### src/rtl/arb_mux_pkg.sv
// Shared mode encodings and elaboration helpers for the registered arbitrating mux.
package arb_mux_pkg;

   localparam logic [1:0] MODE_KEY   = 2'd0;
   localparam logic [1:0] MODE_FIXED = 2'd1;
   localparam logic [1:0] MODE_RR    = 2'd2;

   // Ceiling log2, used only on elaboration-time constants.
   function automatic int clog2(input int value);
      int r;
      r = 0;
      for (int i = 0; i < 32; i++) begin
         if ((1 << r) < value) begin
            r = r + 1;
         end
      end
      return r;
   endfunction

endpackage

### src/rtl/arb_mux_reg_rr_pick.sv
// Rotating-priority picker: first asserted request at or after ptr, wrapping.
// With ptr tied to zero it degenerates into a fixed lowest-index priority encoder.
module rr_pick #(
   parameter int N  = 4,
   parameter int PW = 2
) (
   input  logic [N-1:0]  req,
   input  logic [PW-1:0] ptr,
   output logic [N-1:0]  grant,
   output logic [PW-1:0] idx,
   output logic          any
);

   logic [PW:0] cand;

   always_comb begin
      grant = '0;
      idx   = '0;
      any   = 1'b0;
      cand  = '0;
      for (int k = 0; k < N; k++) begin
         // ptr < N and k < N, so one conditional subtract is a full modulo-N wrap
         cand = {1'b0, ptr} + (PW + 1)'(k);
         if (cand >= (PW + 1)'(N)) begin
            cand = cand - (PW + 1)'(N);
         end
         if (!any && req[cand[PW-1:0]]) begin
            any              = 1'b1;
            idx              = cand[PW-1:0];
            grant[cand[PW-1:0]] = 1'b1;
         end
      end
   end

endmodule

### src/rtl/arb_mux_reg.sv
// Registered N-channel mux with valid/ready on every port; selection by key,
// fixed priority or round-robin, chosen per cycle by mode.
module arb_mux_reg
   import arb_mux_pkg::*;
#(
   parameter int NR_CH    = 4,
   parameter int DATA_LEN = 2,
   localparam int SEL_W   = (clog2(NR_CH) > 1) ? clog2(NR_CH) : 1
) (
   input  logic                      clk,
   input  logic                      rst,
   input  logic [1:0]                mode,
   input  logic [SEL_W-1:0]          sel,
   input  logic [NR_CH-1:0]          in_valid,
   output logic [NR_CH-1:0]          in_ready,
   input  logic [NR_CH*DATA_LEN-1:0] in_data,
   output logic                      out_valid,
   input  logic                      out_ready,
   output logic [DATA_LEN-1:0]       out_data,
   output logic [SEL_W-1:0]          out_ch,
   output logic                      sel_err
);

   logic [DATA_LEN-1:0] ch_data [NR_CH];

   logic                out_valid_reg;
   logic [DATA_LEN-1:0] out_data_reg;
   logic [SEL_W-1:0]    out_ch_reg;
   logic [SEL_W-1:0]    ptr_reg;
   logic                sel_err_reg;

   logic                can_accept;
   logic [SEL_W-1:0]    pick_ptr;
   logic [SEL_W-1:0]    pick_idx;
   logic [NR_CH-1:0]    pick_oh;
   logic                pick_any;

   logic                sel_ok;
   logic                key_hit;
   logic [NR_CH-1:0]    key_oh;

   logic                grant_vld;
   logic [SEL_W-1:0]    grant_idx;
   logic [NR_CH-1:0]    grant_oh;
   logic [SEL_W-1:0]    ptr_next;

   generate
      for (genvar gi = 0; gi < NR_CH; gi++) begin : g_unpack
         assign ch_data[gi] = in_data[gi*DATA_LEN +: DATA_LEN];
      end
   endgenerate

   assign can_accept = !out_valid_reg || out_ready;

   // Fixed priority (modes 1 and 3) shares the picker with the pointer forced to 0.
   assign pick_ptr = (mode == MODE_RR) ? ptr_reg : '0;

   rr_pick #(
      .N  (NR_CH),
      .PW (SEL_W)
   ) u_pick (
      .req   (in_valid),
      .ptr   (pick_ptr),
      .grant (pick_oh),
      .idx   (pick_idx),
      .any   (pick_any)
   );

   // Decoding by comparison keeps out-of-range keys from indexing past in_valid.
   always_comb begin
      sel_ok  = 1'b0;
      key_hit = 1'b0;
      key_oh  = '0;
      for (int i = 0; i < NR_CH; i++) begin
         if (sel == SEL_W'(i)) begin
            sel_ok    = 1'b1;
            key_hit   = in_valid[i];
            key_oh[i] = 1'b1;
         end
      end
   end

   always_comb begin
      grant_vld = 1'b0;
      grant_idx = '0;
      grant_oh  = '0;
      if (!rst && can_accept) begin
         if (mode == MODE_KEY) begin
            grant_vld = key_hit;
            grant_idx = sel;
            grant_oh  = key_hit ? key_oh : '0;
         end else begin
            grant_vld = pick_any;
            grant_idx = pick_idx;
            grant_oh  = pick_oh;
         end
      end
   end

   assign ptr_next = (grant_idx == SEL_W'(NR_CH - 1)) ? '0 : grant_idx + SEL_W'(1);

   always_ff @(posedge clk) begin
      if (rst) begin
         out_valid_reg <= 1'b0;
         out_data_reg  <= '0;
         out_ch_reg    <= '0;
         ptr_reg       <= '0;
         sel_err_reg   <= 1'b0;
      end else begin
         sel_err_reg <= (mode == MODE_KEY) && can_accept && !sel_ok;
         if (grant_vld) begin
            out_valid_reg <= 1'b1;
            out_data_reg  <= ch_data[grant_idx];
            out_ch_reg    <= grant_idx;
            if (mode == MODE_RR) begin
               ptr_reg <= ptr_next;
            end
         end else if (out_ready) begin
            out_valid_reg <= 1'b0;
         end
      end
   end

   assign in_ready  = grant_oh;
   assign out_valid = out_valid_reg;
   assign out_data  = out_data_reg;
   assign out_ch    = out_ch_reg;
   assign sel_err   = sel_err_reg;

endmodule

### config.mk
export PLATFORM = sky130hd
export DESIGN_NAME = arb_mux_reg
export DESIGN_NICKNAME = d
export VERILOG_FILES = /design/src/rtl/arb_mux_pkg.sv /design/src/rtl/arb_mux_reg_rr_pick.sv /design/src/rtl/arb_mux_reg.sv
export SDC_FILE = /design/constraint.sdc
export NUM_CORES = 1
export LEC_CHECK = 0
export BUFFER_PORTS_ARGS = -buffer_cell sky130_fd_sc_hd__buf_2
export CAP_MARGIN = 20
export CORE_MARGIN = 5
export CORE_UTILIZATION = 52
export CTS_CLUSTER_DIAMETER = 80
export DETAILED_ROUTE_END_ITERATION = 16
export GPL_TIMING_DRIVEN = 0
export HOLD_SLACK_MARGIN = 0.05
export PLACE_DENSITY = 0.79
export SLEW_MARGIN = 20
export SYNTH_ARGS = -nofsm -noshare
export SYNTH_HDL_FRONTEND = slang
export SYNTH_SLANG_ARGS = --single-unit
### constraint.sdc
create_clock -name clk -period 3.5 [get_ports clk]
set_input_delay 0.35 -clock clk [delete_from_list [all_inputs] [get_ports clk]]
set_output_delay 0.35 -clock clk [all_outputs]
set_load 0.01 [all_outputs]
==> load_flow_metrics.sql <==
INSERT INTO impl_metrics (metric_group, metric, value, unit) VALUES
('synth', 'count_of_flip_flops_with_a_built_in_enable_after_synthesis', '0', ''),
('floorplanning', 'die_height', '56.64', 'µm'),
('cells_and_area', 'area.growth.synth_to_final', '18.47', '%'),
('critical_path', 'start_kind', 'flop', ''),
('power_and_ir_drop', 'power_spent_charging_and_discharging_nets', '110.7', 'µW'),
('clock_tree', 'clock_tree.root_cell', 'clkbuf_4', ''),
('synth', 'yosysTopAreaCell', 'dfxtp_1', ''),
('power_and_ir_drop', 'leakage', '0.6357', 'nW'),
('power_and_ir_drop', 'max-vdd-ir-drop', '314.7', 'µV'),
('synth', 'ys_top_cells_by_count', 'nor2_1 (11), o21a_1 (9), dfxtp_1 (8), ha_1 (8)', ''),
('detailed_routing', 'ant_nets', '0', ''),
('sta', 'post-route-period-util', '0.9200', ''),
('synth', 'netlist-cell-type-count', '50', ''),
('synth', 'syn_area_per_cell', '8.569', 'µm²'),
('clock_tree', 'cts_htree_levels', '1', ''),
('critical_path', 'crit_path_end_kind', 'output port', ''),
('sta', 'hold_viol_final', '0', ''),
('power_and_ir_drop', 'power.clock.fraction', '0.228', ''),
('power_and_ir_drop', 'power.density', '231.7', 'nW/µm²'),
('place', 'placement.io_buffers', '26', ''),
('detailed_routing', 'drc', '0', ''),
('synth', 'mappedNetlistArea', '1131', 'µm²'),
('synth', 'fraction_of_synthesis_flops_using_an_asynchronous_set_or_reset_pin', '0', ''),
('detailed_routing', 'route.detailed.vias_per_inst', '6.211', ''),
('floorplanning', 'initial_utilization', '0.5594', ''),
('clock_tree', 'hold_buffers_post_cts', '0', ''),
('cells_and_area', 'nNetsFinal', '192', ''),
('critical_path', 'timing.critical_path.fanout_max', '8', ''),
('floorplanning', 'top_level_ports', '29', ''),
('sta', 'layout_min_cycle_time', '3.220', 'ns'),
('critical_path', 'timing.critical_path.arrival', '2.87', 'ns'),
('floorplanning', 'core_region_area', '2022', 'µm²'),
('synth', 'ys_ff_latch', '8', ''),
('synth', 'synthCells', '132', ''),
('place', 'post_dp_cell_area', '1295', 'µm²'),
('sta', 'grt_setup_unrepaired', 'no', ''),
('critical_path', 'worst_path_largest_cell_delay', '0.46', 'ns'),
('detailed_routing', 'detail_route.iter0.violations', '46', ''),
('detailed_routing', 'routedWlPerCell', '15.22', 'µm'),
('critical_path', 'critical_path_required', '3.15', 'ns'),
('place', 'globalplace.congestion', '0.9306', ''),
('clock_tree', 'clk-insertion-delay-late', '0.26', 'ns'),
('detailed_routing', 'via_count', '1180', ''),
('clock_tree', 'tritoncts.num_buffers', '3', ''),
('cells_and_area', 'antenna_cells', '0', ''),
('sta', 'max_freq', '0.3106', 'GHz'),
('outcome', 'run_status', 'completed', ''),
('global_route', 'maximum_number_of_pins_on_one_net_before_global_route_repair', '11', ''),
('clock_tree', 'clock_tree_from_tritoncts', 'built', ''),
('power_and_ir_drop', 'switching_share', '0.3566', ''),
('critical_path', 'worstPathCellList', 'nand3b_1 -> ha_1 -> mux4_2 -> o21bai_4 -> nor2_2 -> a22o_1 -> o21ai_0 -> a21boi_0 -> buf_2', ''),
('critical_path', 'crit_slowest_cell', 'dfxtp_1', ''),
('synth', 'yosys_warnings', '0', ''),
('critical_path', 'setup.worst_path.class', 'flop to output port', ''),
('synth', 'synthMostInstantiatedCell', 'nor2_1', ''),
('synth', 'top_area_cells_in_the_synthesized_netlist', 'dfxtp_1 (14%), ha_1 (8.8%), o21a_1 (6.0%)', ''),
('synth', 'yosys.area.top_type_share', '0.1416', ''),
('clock_tree', 'clockBufferDepth', '2', ''),
('place', 'place.detailed.hpwl', '2288', 'µm'),
('synth', 'postSynthNetCount', '159', ''),
('power_and_ir_drop', 'fin_total_pwr', '310.5', 'µW'),
('power_and_ir_drop', 'internal-power', '199.8', 'µW'),
('global_route', 'grt_pass1_wl', '4857', 'µm'),
('detailed_routing', 'drt_wl_total', '2892', 'µm'),
('power_and_ir_drop', 'power.sequential.fraction', '0.332', ''),
('synth', 'seq_area_frac_synth', '0.1416', ''),
('cells_and_area', 'final_instance_area', '1340', 'µm²'),
('sta', 'worst_clock_skew', '0.007145', 'ns'),
('sta', 'timing.final.max_slew_violations', '0', ''),
('global_route', 'grt.total_usage', '0.1843', ''),
('job', 'drv_cap', '0', '');
[final cells by class]
type	count	area [µm²]
timing repair buffer	28	145.1
clock buffer	3	22.52
buffer	5	25.02
inverter	5	18.77
sequential	8	160.2
multi-input combinational	114	934.6
fill	183	681.9
tap	27	33.78
[stage by stage]
stage | hold slack, ns | worst slack [ns] | utilization | instances
2_1_floorplan | 0.4146 | 0.6445 | - | 132
3_3_place_gp | 0.4737 | 0.3302 | 0.6405 | 185
3_5_place_dp | 0.4875 | 0.2569 | 0.6405 | 185
4_1_cts | 0.3600 | 0.04766 | 0.6516 | 188
5_1_grt | 0.3693 | 0.01978 | 0.6627 | 190
6_report | 0.3561 | 0.2802 | 0.6627 | 190
[logic make-up (layout without fill, tap and decap cells)]
logic type	Yosys count	count (layout)	synth area share
AO/OA/AOI/OAI	51	51	0.3639
AND/OR/NAND/NOR	45	45	0.2478
buffers and inverters	10	41	0.03872
adder cells (fa/ha/maj)	8	8	0.08850
multiplexers	8	8	0.1084
flip-flops	8	8	0.1416
other	1	1	0.003315
XOR/XNOR	1	1	0.007745
[metal layers]
layer  track usage  vias up  part of all wire
li1              -      582                 -
met1        0.2483      538              0.45
met2        0.2987       56              0.46
met3       0.05505        4             0.081
met4       0.01695        0            0.0041
met5             0        -                 0
[power groups by stage]
stage          Combinational, mW  Clock [mW]  Sequential (mW)
2_1_floorplan             0.0903           0            0.108
3_3_place_gp               0.130           0            0.105
3_5_place_dp               0.133           0            0.105
4_1_cts                    0.134      0.0716            0.103
5_1_grt                    0.149      0.0761            0.104
6_report                   0.137      0.0707            0.103
[placed cells by master, fill, tap and decap left out, types with 5 or more instances in the layout]
cell type / netlist / routed
buf_2: 2 / 28
nor2_1: 11 / 10
o21a_1: 9 / 9
ha_1: 8 / 8
dfxtp_1: 8 / 8
nand2_1: 6 / 6
a21oi_1: 6 / 6
a22o_1: 6 / 6
inv_1: 5 / 5
nand2b_1: 5 / 5
[final timing paths]
path	startpoint	endpoint	slack, ns	cells after the start
max reg2reg	ptr_reg[1]	out_ch[0]	0.65	8
max	ptr_reg[1]	in_ready[3]	0.28	9
min	rst	out_valid	0.36	2
min reg2reg	out_data[0]	out_data[0]	0.49	2
[worst max-delay path, delay by kind of cell, from the launching register on]
kind	cells	cell delay, ns
adders and majority gates	1	0.42
and+or+nand+nor	2	0.48
muxes	1	0.41
buffers and inverters	1	0.15
AOI/OAI and AO/OA	4	0.69
DFF	1	0.46
[repair_timing]
item | in CTS | in global routing
endpoints found under the setup margin | 0 | 4
endpoints found under the hold margin | 0 | 0
setup buffers | 0 | 2
resized for setup | 0 | 2
Note: power is estimated with default switching activity, not from simulation.
